--- config.mk ---
export PLATFORM = sky130hd
export DESIGN_NAME = uart_fifo
export DESIGN_NICKNAME = d
export VERILOG_FILES = /design/src/rtl/uart_pkg.sv /design/src/rtl/uart_fifo_mem.sv /design/src/rtl/uart_fifo.sv
export SDC_FILE = /design/constraint.sdc
export NUM_CORES = 1
export LEC_CHECK = 0
export ABC_AREA = 0
export ABC_CLOCK_PERIOD_IN_PS = 2500
export CORE_MARGIN = 2
export CORE_UTILIZATION = 56
export CTS_BUF_LIST = sky130_fd_sc_hd__clkbuf_4 sky130_fd_sc_hd__clkbuf_8
export DETAILED_ROUTE_END_ITERATION = 10
export PLACE_DENSITY = 0.89
export SLEW_MARGIN = 25
export SYNTH_ARGS = -nofsm -noshare
export SYNTH_HDL_FRONTEND = slang
export SYNTH_SLANG_ARGS = --single-unit
--- constraint.sdc ---
create_clock -name clk_i -period 2.5 [get_ports clk_i]
set_input_delay 0.375 -clock clk_i [delete_from_list [all_inputs] [get_ports clk_i]]
set_output_delay 0.375 -clock clk_i [all_outputs]
set_load 0.01 [all_outputs]
--- src/rtl/uart_pkg.sv ---
// Shared UART defaults: data word width, FIFO address width, and the
// helper that sizes the FIFO level counter.
package uart_pkg;

    localparam int UART_DATA_W    = 8;
    localparam int UART_ADDR_SIZE = 4;

    // The level counter must represent 0..2**addr_size, which needs one extra bit.
    function automatic int uart_lvl_w(input int addr_size);
        return addr_size + 1;
    endfunction

endpackage

--- src/rtl/uart_fifo_mem.sv ---
// UART FIFO storage: one synchronous write port and one asynchronous read port.
// Contents are never reset, so unwritten entries read as X in simulation.
module uart_fifo_mem
    import uart_pkg::*;
#(
    parameter int DATA_UART = UART_DATA_W,
    parameter int ADDR_SIZE = UART_ADDR_SIZE
) (
    input  logic                 clk_i,
    input  logic                 we_i,
    input  logic [ADDR_SIZE-1:0] waddr_i,
    input  logic [DATA_UART-1:0] wdata_i,
    input  logic [ADDR_SIZE-1:0] raddr_i,
    output logic [DATA_UART-1:0] rdata_o
);

    localparam int DEPTH = 2 ** ADDR_SIZE;

    logic [DATA_UART-1:0] mem_q [DEPTH];

    // Write port: store the word at the write pointer on an accepted push.
    always_ff @(posedge clk_i) begin
        if (we_i) mem_q[waddr_i] <= wdata_i;
    end

    // The read port is combinational so the head word falls through to the output.
    assign rdata_o = mem_q[raddr_i];

endmodule

--- src/rtl/uart_fifo.sv ---
// UART FIFO: first-word-fall-through buffer between the UART engine and its host.
// Pointer, level and flag logic live here; storage is held in uart_fifo_mem.
// Optional feature: define UART_FIFO_OVERRUN_EN to enable the sticky overrun flag.
module uart_fifo
    import uart_pkg::*;
#(
    parameter int DATA_UART = UART_DATA_W,
    parameter int ADDR_SIZE = UART_ADDR_SIZE
) (
    input  logic                             clk_i,
    input  logic                             rstn_i,
    input  logic                             flush_i,
    input  logic                             push_i,
    input  logic [DATA_UART-1:0]             push_data_i,
    output logic                             full_o,
    input  logic                             pull_i,
    output logic [DATA_UART-1:0]             pull_data_o,
    output logic                             load_o,
    output logic                             empty_o,
    output logic [uart_lvl_w(ADDR_SIZE)-1:0] level_o,
    output logic                             overrun_o,
    input  logic                             overrun_clr_i
);

    localparam int LW    = uart_lvl_w(ADDR_SIZE);
    localparam int DEPTH = 2 ** ADDR_SIZE;

    localparam logic [ADDR_SIZE-1:0] PTR_ONE = 1;
    localparam logic [LW-1:0]        LVL_ONE = 1;
    localparam logic [LW-1:0]        LVL_MAX = LW'(DEPTH);

    logic [ADDR_SIZE-1:0] wptr_q, wptr_d;
    logic [ADDR_SIZE-1:0] rptr_q, rptr_d;
    logic [LW-1:0]        level_q, level_d;
    logic                 pull_ok, push_ok;

    // Status flags derive from the registered level, never from pointer equality.
    assign empty_o = (level_q == '0);
    assign full_o  = (level_q == LVL_MAX);
    assign load_o  = ~empty_o;
    assign level_o = level_q;

    // A pull only counts when there is a head; a push into a full FIFO
    // is accepted only if a real pull frees a slot in the same cycle.
    assign pull_ok = pull_i & load_o;
    assign push_ok = push_i & (~full_o | pull_ok);

    // Next-state for pointers and level; flush overrides everything.
    always_comb begin
        wptr_d  = wptr_q;
        rptr_d  = rptr_q;
        level_d = level_q;
        if (flush_i) begin
            wptr_d  = '0;
            rptr_d  = '0;
            level_d = '0;
        end else begin
            if (push_ok) wptr_d = wptr_q + PTR_ONE;
            if (pull_ok) rptr_d = rptr_q + PTR_ONE;
            case ({push_ok, pull_ok})
                2'b10:   level_d = level_q + LVL_ONE;
                2'b01:   level_d = level_q - LVL_ONE;
                default: level_d = level_q;
            endcase
        end
    end

    // Pointer and level registers; reset discards all entries immediately.
    always_ff @(posedge clk_i or negedge rstn_i) begin
        if (!rstn_i) begin
            wptr_q  <= '0;
            rptr_q  <= '0;
            level_q <= '0;
        end else begin
            wptr_q  <= wptr_d;
            rptr_q  <= rptr_d;
            level_q <= level_d;
        end
    end

`ifdef UART_FIFO_OVERRUN_EN
    logic overrun_q, overrun_d;
    logic push_rej;

    // A push is rejected when the FIFO is full and no pull makes room.
    assign push_rej = push_i & full_o & ~pull_ok;

    // Sticky overrun: a new rejection wins over a clear; flush clears it.
    always_comb begin
        overrun_d = overrun_q;
        if (flush_i)            overrun_d = 1'b0;
        else if (push_rej)      overrun_d = 1'b1;
        else if (overrun_clr_i) overrun_d = 1'b0;
    end

    // Overrun flag register.
    always_ff @(posedge clk_i or negedge rstn_i) begin
        if (!rstn_i) overrun_q <= 1'b0;
        else         overrun_q <= overrun_d;
    end

    assign overrun_o = overrun_q;
`else
    logic unused_overrun_clr;

    assign unused_overrun_clr = overrun_clr_i;
    assign overrun_o          = 1'b0;
`endif

    uart_fifo_mem #(
        .DATA_UART (DATA_UART),
        .ADDR_SIZE (ADDR_SIZE)
    ) u_mem (
        .clk_i   (clk_i),
        .we_i    (push_ok & ~flush_i),
        .waddr_i (wptr_q),
        .wdata_i (push_data_i),
        .raddr_i (rptr_q),
        .rdata_o (pull_data_o)
    );

endmodule

==> flow_metrics.env, run 1 <==
export IMPL_min_period_ns=2.660
export IMPL_max_freq_ghz=0.3759
export IMPL_worstPathMaxFanout=5
export IMPL_critical_path_depth=5
export IMPL_synth_nets=320
export IMPL_ys_async_sr_fraction_pct=9.220
export IMPL_final_hold_viol_count=0
export IMPL_dr_pass1_iters=6
export IMPL_synthToLayoutAreaGrowth_pct=21.44
export IMPL_synth_seq_area_share_pct=71.43
export IMPL_drtIter0Drc=411
export IMPL_p_sw_share_pct=28.51
export IMPL_synth_top_area_share_pct=65.85
export IMPL_status="finished with violations"
export IMPL_violations="negative setup slack"
export IMPL_die_area_mm2=0.01126
export IMPL_drt_wl_total_um=13080
export IMPL_cts_root_buf="clkbuf_8"
export IMPL_synth_avg_cell_area_um2=19.65
export IMPL_core_mm2=0.01023
export IMPL_cp_top_family="multiplexers"
export IMPL_portBuffers=28
export IMPL_worst_clock_skew_ns=0.01472
export IMPL_setup_viol=8
export IMPL_startpoint_type="flip-flop"
export IMPL_insertion_delay_ns=0.43
export IMPL_path_buf_inv=3
export IMPL_relSlewSlack_pct=32.75
export IMPL_synth_xor_area_share_pct=0.9003
export IMPL_muxShareOfSynthArea_pct=15.97
export IMPL_worst_slew_pin_slew_ns=1.005
export IMPL_synthFlopType="edfxtp_1"
export IMPL_cpPeakStageDelay_ns=0.51
export IMPL_core_rowCount=37
export IMPL_vias=3230
export IMPL_pre_cts_ws_ns=-0.05599
export IMPL_htreeDepth=4
export IMPL_die_x_um=106.1
export IMPL_r2r_end="level_o[4]"
export IMPL_synth_fa_ha_area_share_pct=2.058
export IMPL_hold_slack_ns=0.3343
export IMPL_synth_compound_area_share_pct=3.473
export IMPL_cts_sinks=141
export IMPL_cts_buffers=17
export IMPL_design_area_mm2=0.007088
export IMPL_met3_usage_pct=3.740
export IMPL_crit_path_start="rptr_q[0]"
export IMPL_grt_use_met1_pct=31.79
export IMPL_synth_simple_area_share_pct=4.073
export IMPL_layout_drive_gt1_share_pct=37.50
export IMPL_clockPowerShare_pct=28.1
export IMPL_maxCapViolCount=0
export IMPL_final_antenna_net_count=0
export IMPL_grt_max_degree=36
export IMPL_pwr_share_comb_pct=30.4
export IMPL_finalWorstSetupSlack_ns=-0.1601
export IMPL_nets=402
export IMPL_gr_max_usage_layer="met2"
export IMPL_viasPerCell=6.117
export IMPL_r2r_cells=8
export IMPL_drc=0
export IMPL_num_antenna_cells=0
export IMPL_p_sw_mw=1.868
export IMPL_track_usage_pct=24.59
export IMPL_slowest_stage="mux4_2"
export IMPL_crit_chain="buf_12, buf_12, mux4_2, mux4_2, buf_6"
export IMPL_crit_path_end_kind="output pin"
export IMPL_grt_pass1_vias=3348
export IMPL_leakagePower_nw=2.413
export IMPL_ys_types=43
export IMPL_wl_per_cell_um=24.78
export IMPL_use_met2_pct=41.61
export IMPL_r2r_start="level_o[2]"
export IMPL_antenna_found_initial=0
export IMPL_synth_top_family_by_area="multiplexers"
export IMPL_hpwl_um=7985
export IMPL_ir_drop_uv=419.7
export IMPL_power_mw=6.553
export IMPL_grt_pass1_wl_um=19510
export IMPL_ys_warnings_count=0
export IMPL_path_class="flip-flop to output pin"
export IMPL_slew_violations=0
export IMPL_synthTopCellsByCount="128 x edfxtp_1, 40 x mux4_2, 26 x nor2_1"
export IMPL_netlist_top_cells_area="edfxtp_1 66%, mux4_2 15%, dfrtp_1 5.6%"
export IMPL_clk_pin_slew_ns=0.08
export IMPL_p_int_mw=4.684
export IMPL_syn_cell_area_mm2=0.005837
export IMPL_yosys_area_top_type="edfxtp_1"
export IMPL_synth_seq_cells=141
export IMPL_hold_class="primary input to asynchronous set/reset pin"
export IMPL_place_congestion=0.8598
export IMPL_p_seq_share_pct=41.5
export IMPL_placed_cell_area_mm2=0.006583
export IMPL_initial_utilization_pct=57.05
export IMPL_synth_edf_count=128
export IMPL_rsz0062_at_grt="yes"
export IMPL_synthCells=297
export IMPL_worst_ep_required_time_ns=2.12
export IMPL_io_pins=31
export IMPL_power_density_mw_per_mm2=924.5
export IMPL_synth_most_common_cell="edfxtp_1"
export IMPL_crit_end="pull_data_o[3]"
export IMPL_fin_crit_sh_pct=106.4
export IMPL_cts_tree="built"
export IMPL_clk_path_buf_depth=2
export IMPL_worstPathArrival_ns=2.29
export IMPL_ff2ff_setup_slack_ns=0.09
export IMPL_fp_dieH_um=106.1
export IMPL_overflow=0
metal layers:
layer	part of all wire (%)	routed length, µm
met1	38	4981
met2	53	6996
met3	5.6	735
met4	2.8	370
met5	0	0
worst reg2reg max path, stage by stage (launching register included):
cell,delay [ns]
dfrtp_2,0.42
or4_4,0.58
o211ai_4,0.23
inv_4,0.09
ha_4,0.16
or2_2,0.33
o21a_1,0.21
o2111ai_1,0.20
a21oi_1,0.09
worst min-delay path by stage:
stage / from / to / slack, ns / cells past startpoint
floorplan: rstn_i / level_o[0] / 0.08 / 0
global placement: wptr_q[1] / wptr_q[1] / 0.60 / 2
detailed placement: wptr_q[2] / wptr_q[2] / 0.63 / 2
CTS: rstn_i / wptr_q[3] / 0.33 / 1
global route: rstn_i / wptr_q[3] / 0.37 / 1
finish: rstn_i / rptr_q[2] / 0.33 / 1
per-stage QoR:
step | instances | utilization, % | setup TNS [ns]
global placement | 491 | 64.34 | -0.01032
CTS | 528 | 69.30 | -1.329
global route | 528 | 69.28 | -1.563
floorplan | 297 | - | 0
detailed placement | 491 | 64.34 | -0.8537
finish | 528 | 69.28 | -1.134
timing repair:
item	4_1_cts	5_1_grt
pin swaps	0	1
setup buffers	3	1
setup endpoints to repair	9	11
hold endpoints to repair	0	0
resized for setup	47	3
cloned	2	0
hold buffers	0	0
state kept, by name, summed over array words and instances (netlist names):
name,flops
u_mem.mem_q,128
level_o,5
rptr_q,4
wptr_q,4
kinds of logic after synthesis:
| family | count (synthesis) |
|---|---|
| AO/OA/AOI/OAI | 23 |
| flip-flops | 141 |
| AND/OR/NAND/NOR | 52 |
| adder cells (fa/ha/maj) | 9 |
| other | 1 |
| multiplexers | 43 |
| XOR/XNOR | 6 |
| buffers and inverters | 22 |
power groups by stage:
stage / combinational (mW) / clock [mW] / sequential, mW
floorplan: 1.16 / 0 / 2.76
global placement: 1.73 / 0 / 2.75
detailed placement: 1.78 / 0 / 2.76
CTS: 2.02 / 1.85 / 2.71
global route: 2.12 / 1.95 / 2.72
finish: 1.99 / 1.84 / 2.72
cell usage in the layout, fill, tap and decap left out, types with 2 or more instances in the layout:
cell type,netlist,layout
buf_2,2,3
clkbuf_8,0,17
nor2_1,26,24
o2111ai_1,2,2
nor2b_1,4,3
clkbuf_4,0,2
a21oi_1,4,4
buf_12,0,4
nand2_1,7,7
o21ai_0,3,3
o211ai_1,2,2
a211oi_1,2,2
nand3_1,4,4
mux2i_1,2,2
inv_1,8,8
clkinvlp_4,0,3
ha_4,0,2
xnor2_1,3,3
bufinv_16,0,2
clkdlybuf4s50_1,0,18
mux4_2,40,40
clkinv_4,0,3
edfxtp_1,128,128
inv_6,0,4
dfrtp_1,13,9
or2_2,2,2
xor2_1,3,3
ha_1,8,6
nor2_2,0,2
dfrtp_2,0,4
buf_4,1,41
buf_6,4,7
nor3_1,3,3
final cells by class:
class / count / area (µm²)
clock inverters: 13 / 155.1
flip-flops and latches: 141 / 4174
repair buffers: 76 / 710.7
fillers: 585 / 3143
multi-input cells: 134 / 1593
well taps: 136 / 170.2
inverters: 9 / 36.28
clock buffers: 19 / 249.0
(Power assumes the default switching activity.)
==> inputs of run 2 (changes only) <==
MAX_ROUTING_LAYER = met4   (was not set)
==> run 2 against run 1 <==
  * The flow still finishes with violations (negative setup slack)
  * Combinational power hardly changed
  * Core utilization unchanged
  * Clock-buffer cell count unchanged
  * Critical path type unchanged
  * Worst setup slack improved by 0.00075 ns
  * Routed wire length fell by 0.37%
==> flow_metrics.env, run 2 (synthesis results as in run 1) <==
export IMPL_layout_commonest_cell="edfxtp_1"
export IMPL_final_hold_viol_count=0
export IMPL_multiInputGateArea_mm2=0.001593
export IMPL_worstPathMaxFanout=5
export IMPL_htreeDepth=4
export IMPL_final_antenna_net_count=0
export IMPL_grt_pass1_vias=3350
export IMPL_rsz0062_at_grt="yes"
export IMPL_fp_dieH_um=106.1
export IMPL_initial_utilization_pct=57.05
export IMPL_violations="negative setup slack"
export IMPL_hpwl_um=7985
export IMPL_slew_violations=0
export IMPL_maxCapViolCount=0
export IMPL_clk_path_buf_depth=2
export IMPL_cts_buffers=17
export IMPL_final_util_pct=69.28
export IMPL_wl_per_cell_um=24.69
export IMPL_synthToLayoutAreaGrowth_pct=21.44
export IMPL_met2WireLength_um=6945
export IMPL_worst_ep_required_time_ns=2.12
export IMPL_p_sw_share_pct=28.51
export IMPL_layoutNonFillerInstCount=528
export IMPL_grt_max_degree=36
export IMPL_p_int_mw=4.684
export IMPL_startpoint_type="flip-flop"
export IMPL_cts_sinks=141
export IMPL_overflow=0
export IMPL_p_seq_share_pct=41.5
export IMPL_antenna_found_initial=0
export IMPL_portBuffers=28
export IMPL_drt_wl_total_um=13040
export IMPL_cts_tree="built"
export IMPL_fin_crit_sh_pct=106.4
export IMPL_grt_pass1_wl_um=19520
export IMPL_p_sw_mw=1.868
export IMPL_core_rowCount=37
export IMPL_track_usage_pct=25.41
export IMPL_pre_cts_ws_ns=-0.05599
export IMPL_path_class="flip-flop to output pin"
export IMPL_drtIter0Drc=398
export IMPL_clk_pin_slew_ns=0.08
export IMPL_top_layer_used="met4"
export IMPL_relSlewSlack_pct=33.10
export IMPL_nets=402
export IMPL_crit_path_end_kind="output pin"
export IMPL_placedCellCount=491
export IMPL_largest_register_ff_count=128
export IMPL_leakagePower_nw=2.413
export IMPL_max_freq_ghz=0.3760
export IMPL_finalWorstSetupSlack_ns=-0.1593
export IMPL_viasPerCell=6.134
export IMPL_largest_register="u_mem.mem_q"
export IMPL_pwr_share_comb_pct=30.3
export IMPL_die_area_mm2=0.01126
export IMPL_die_x_um=106.1
export IMPL_core_mm2=0.01023
export IMPL_worst_clock_skew_ns=0.008594
export IMPL_ir_drop_uv=420.2
export IMPL_place_congestion=0.8737
export IMPL_min_period_ns=2.659
export IMPL_dr_pass1_iters=4
export IMPL_fillers=585
export IMPL_insertion_delay_ns=0.43
export IMPL_clockPowerShare_pct=28.2
export IMPL_layout_drive_gt1_share_pct=37.50
export IMPL_seqCellArea_mm2=0.004174
export IMPL_io_pins=31
export IMPL_num_antenna_cells=0
export IMPL_setup_viol=8
export IMPL_power_density_mw_per_mm2=924.4
export IMPL_drc=0
export IMPL_status="finished with violations"
export IMPL_hold_slack_ns=0.3304
export IMPL_worstPathArrival_ns=2.28
export IMPL_vias=3239
export IMPL_cts_root_buf="clkbuf_8"
export IMPL_wl_met3_um=715
export IMPL_hold_class="primary input to asynchronous set/reset pin"
export IMPL_mostFrequentLayoutCells="128 x edfxtp_1, 41 x buf_4, 40 x mux4_2"
export IMPL_worst_slew_pin_slew_ns=0.9997
export IMPL_met1_length_um=5028
run 2: cell counts in the layout (fill, tap and decap cells not counted):
No cell type changed its count.
run 2: timing repair:
item / in CTS / in global routing
hold buffers: 0 / 0
setup endpoints to repair: 9 / 11
pin swaps: 0 / 1
resized for setup: 47 / 3
cloned: 2 / 0
buffers inserted: 3 / 1
run 2: power by group through the flow:
stage	registers (mW)	logic (mW)	clock network, mW
after global placement	2.75	1.73	0
after floorplan	2.76	1.16	0
after detailed placement	2.76	1.78	0
final	2.72	1.99	1.85
after CTS	2.71	2.02	1.85
after global routing	2.72	2.12	1.95
run 2: final cells by class:
cell class | count | area share (%)
Sequential cell | 141 | 58.89
Multi-Input combinational cell | 134 | 22.47
Timing Repair Buffer | 76 | 10.03
Clock buffer | 19 | 3.513
Tap cell | 136 | 2.401
Clock inverter | 13 | 2.189
Inverter | 9 | 0.5119
run 2: path summary, 6_finish.rpt:
check	cells past startpoint	slack (ns)	endpoint	from
worst max-delay path	5	-0.16	pull_data_o[1]	rptr_q[0]
worst min-delay path	1	0.33	rptr_q[2]	rstn_i
worst max register to register	8	0.07	level_o[4]	level_o[2]
worst min register to register	2	0.68	wptr_q[2]	wptr_q[2]
max in group asynchronous	1	1.73	level_o[0]	rstn_i
min in group clk_i	2	0.68	wptr_q[2]	wptr_q[2]
run 2: layer usage:
metal	track usage, %	up-vias
met5	-	-
met4	11.28	0
met3	3.985	26
met2	41.52	164
met1	32.01	1683
li1	-	1366
run 2: critical path, cell delays in order (launching register included):
cell	delay [ns]
dfrtp_2	0.44
buf_12	0.14
buf_12	0.13
mux4_2	0.52
mux4_2	0.48
buf_2	0.15
run 2: through the flow:
stage	instance area [µm²]	power, mW	setup TNS (ns)
4_1_cts	7091	6.581	-1.329
3_5_place_dp	6583	4.538	-0.8537
5_1_grt	7088	6.795	-1.584
3_3_place_gp	6583	4.478	-0.01032
6_report	7088	6.552	-1.130
2_1_floorplan	5868	3.926	0
==> inputs of run 3 (changes only) <==
CELL_PAD_IN_SITES_DETAIL_PLACEMENT = 0   (was not set)
CELL_PAD_IN_SITES_GLOBAL_PLACEMENT = 1   (was not set)
CORE_UTILIZATION = 49   (was 56)
==> run 3 against run 2 <==
  * The run ends with design-rule violations, negative setup slack left
  * Clock power rose by 3%
  * Sequential share of layout area shrank 0.30 points
  * Via count is 4.4% lower
  * First-iteration DRC count is 10% lower
  * Largest power group unchanged
  * Clock-buffer cell count fell by 1
  * Core utilization decreased by 7.4 points
  * Die area rose by 14%
  * Critical path type unchanged
==> flow_metrics.env, run 3 (synthesis results as in run 1) <==
export IMPL_status="finished with violations"
export IMPL_violations="design-rule violations, negative setup slack"
export IMPL_synthToLayoutAreaGrowth_pct=22.06
export IMPL_nets=395
export IMPL_path_class="flip-flop to output pin"
export IMPL_worstPathArrival_ns=2.33
export IMPL_drtIter0Drc=357
export IMPL_fp_dieH_um=113.1
export IMPL_r2r_cells=8
export IMPL_worst_ep_required_time_ns=2.12
export IMPL_overflow=0
export IMPL_largest_register_ff_count=128
export IMPL_startpoint_type="flip-flop"
export IMPL_hpwl_um=7264
export IMPL_grt_pass1_wl_um=18710
export IMPL_cts_hold_buf=0
export IMPL_portBuffers=28
export IMPL_crit_path_end_kind="output pin"
export IMPL_multiInputGateArea_mm2=0.001588
export IMPL_worst_clock_skew_ns=0.009853
export IMPL_layout_drive_gt1_share_pct=35.84
export IMPL_layout_commonest_cell="edfxtp_1"
export IMPL_slew_violations=0
export IMPL_core_mm2=0.01152
export IMPL_fin_crit_sh_pct=108.3
export IMPL_hold_class="primary input to asynchronous set/reset pin"
export IMPL_die_area_mm2=0.01280
export IMPL_place_congestion=0.8398
export IMPL_io_pins=31
export IMPL_power_density_mw_per_mm2=946.8
export IMPL_min_period_ns=2.708
export IMPL_drc=2
export IMPL_worst_slew_pin_slew_ns=1.161
export IMPL_leakagePower_nw=2.412
export IMPL_clk_path_buf_depth=2
export IMPL_vias=3097
export IMPL_final_antenna_net_count=0
export IMPL_antenna_found_initial=0
export IMPL_hold_slack_ns=0.3071
export IMPL_dr_pass1_iters=9
export IMPL_track_usage_pct=20.88
export IMPL_initial_utilization_pct=50.68
export IMPL_cts_root_buf="clkbuf_8"
export IMPL_die_x_um=113.1
export IMPL_insertion_delay_ns=0.45
export IMPL_drt_wl_total_um=11910
export IMPL_relSlewSlack_pct=22.31
export IMPL_core_rowCount=39
export IMPL_maxCapViolCount=0
export IMPL_ir_drop_uv=337.7
export IMPL_grt_max_degree=36
export IMPL_cts_tree="built"
export IMPL_num_antenna_cells=0
export IMPL_worstPathMaxFanout=4
export IMPL_rsz0062_at_grt="yes"
export IMPL_wl_per_cell_um=22.55
export IMPL_mostFrequentLayoutCells="128 x edfxtp_1, 40 x mux4_2, 31 x buf_4"
export IMPL_pre_cts_ws_ns=-0.05731
export IMPL_cts_buffers=17
export IMPL_fillers=783
export IMPL_seqCellArea_mm2=0.004174
export IMPL_viasPerCell=5.866
export IMPL_clk_pin_slew_ns=0.08
export IMPL_htreeDepth=4
export IMPL_grt_pass1_vias=3194
export IMPL_largest_register="u_mem.mem_q"
export IMPL_setup_viol=8
export IMPL_cts_sinks=141
export IMPL_finalWorstSetupSlack_ns=-0.2078
export IMPL_max_freq_ghz=0.3693
export IMPL_final_hold_viol_count=0
-- run 3: cell count changes in the layout (fill, tap and decap cells not counted), sizes merged --
cell / delta
buf: -7
clkinvlp: -2
bufinv: +1
clkinv: +1
inv: +1
clkbuf: -1
-- run 3: through the flow --
stage	utilization, %	setup TNS, ns	cell area (µm²)	instances	total power [mW]
after floorplan	-	0	5868	297	3.926
after global placement	56.63	0	6521	487	4.499
after detailed placement	56.63	-0.6270	6521	487	4.540
after CTS	61.78	-1.575	7114	529	6.793
after global routing	61.86	-2.029	7124	528	7.017
final	61.86	-1.433	7124	528	6.745
-- run 3: worst paths after layout --
kind                                 start  slack [ns]             end
max in group asynchronous           rstn_i        1.77      level_o[1]
worst min-delay path                rstn_i        0.31       rptr_q[1]
worst max register to register  level_o[2]        0.16      level_o[4]
worst max-delay path             rptr_q[0]       -0.21  pull_data_o[2]
min in group clk_i               wptr_q[1]        0.62       wptr_q[1]
worst min register to register   wptr_q[1]        0.62       wptr_q[1]
-- run 3: area by class of cell --
cell class,count,area share [%]
clock buffer,18,3.390
clock inverter,14,2.529
inverter,9,0.5093
multi-input combinational,134,22.29
sequential,141,58.59
tap,143,2.511
timing repair buffer,69,10.19
-- run 3: timing repair --
item                                    CTS  global route
buffers inserted                          7             0
endpoints found under the setup margin    9            11
pin swaps                                 0             1
resized for setup                        44             7
gates cloned                              3             0
-- run 3: routing by layer --
metal,up-vias,track usage [%],routed length [µm]
li1,1355,-,-
met1,1624,26.19,4671
met2,101,33.81,6345
met3,17,5.570,703
met4,0,6.260,184
met5,-,-,0
-- run 3: critical path, cell delays in order (launching register included) --
cell and delay, ns:
dfrtp_2 0.39, buf_8 0.14, buf_16 0.12, buf_12 0.11
mux4_2 0.49, mux4_2 0.49, buf_6 0.14
-- run 3: power breakdown --
| part | switching, mW | internal (mW) |
|---|---|---|
| clock network | 0.889 | 1.02 |
| logic | 0.908 | 1.23 |
| registers | 0.0567 | 2.64 |
| total | 1.85 | 4.89 |
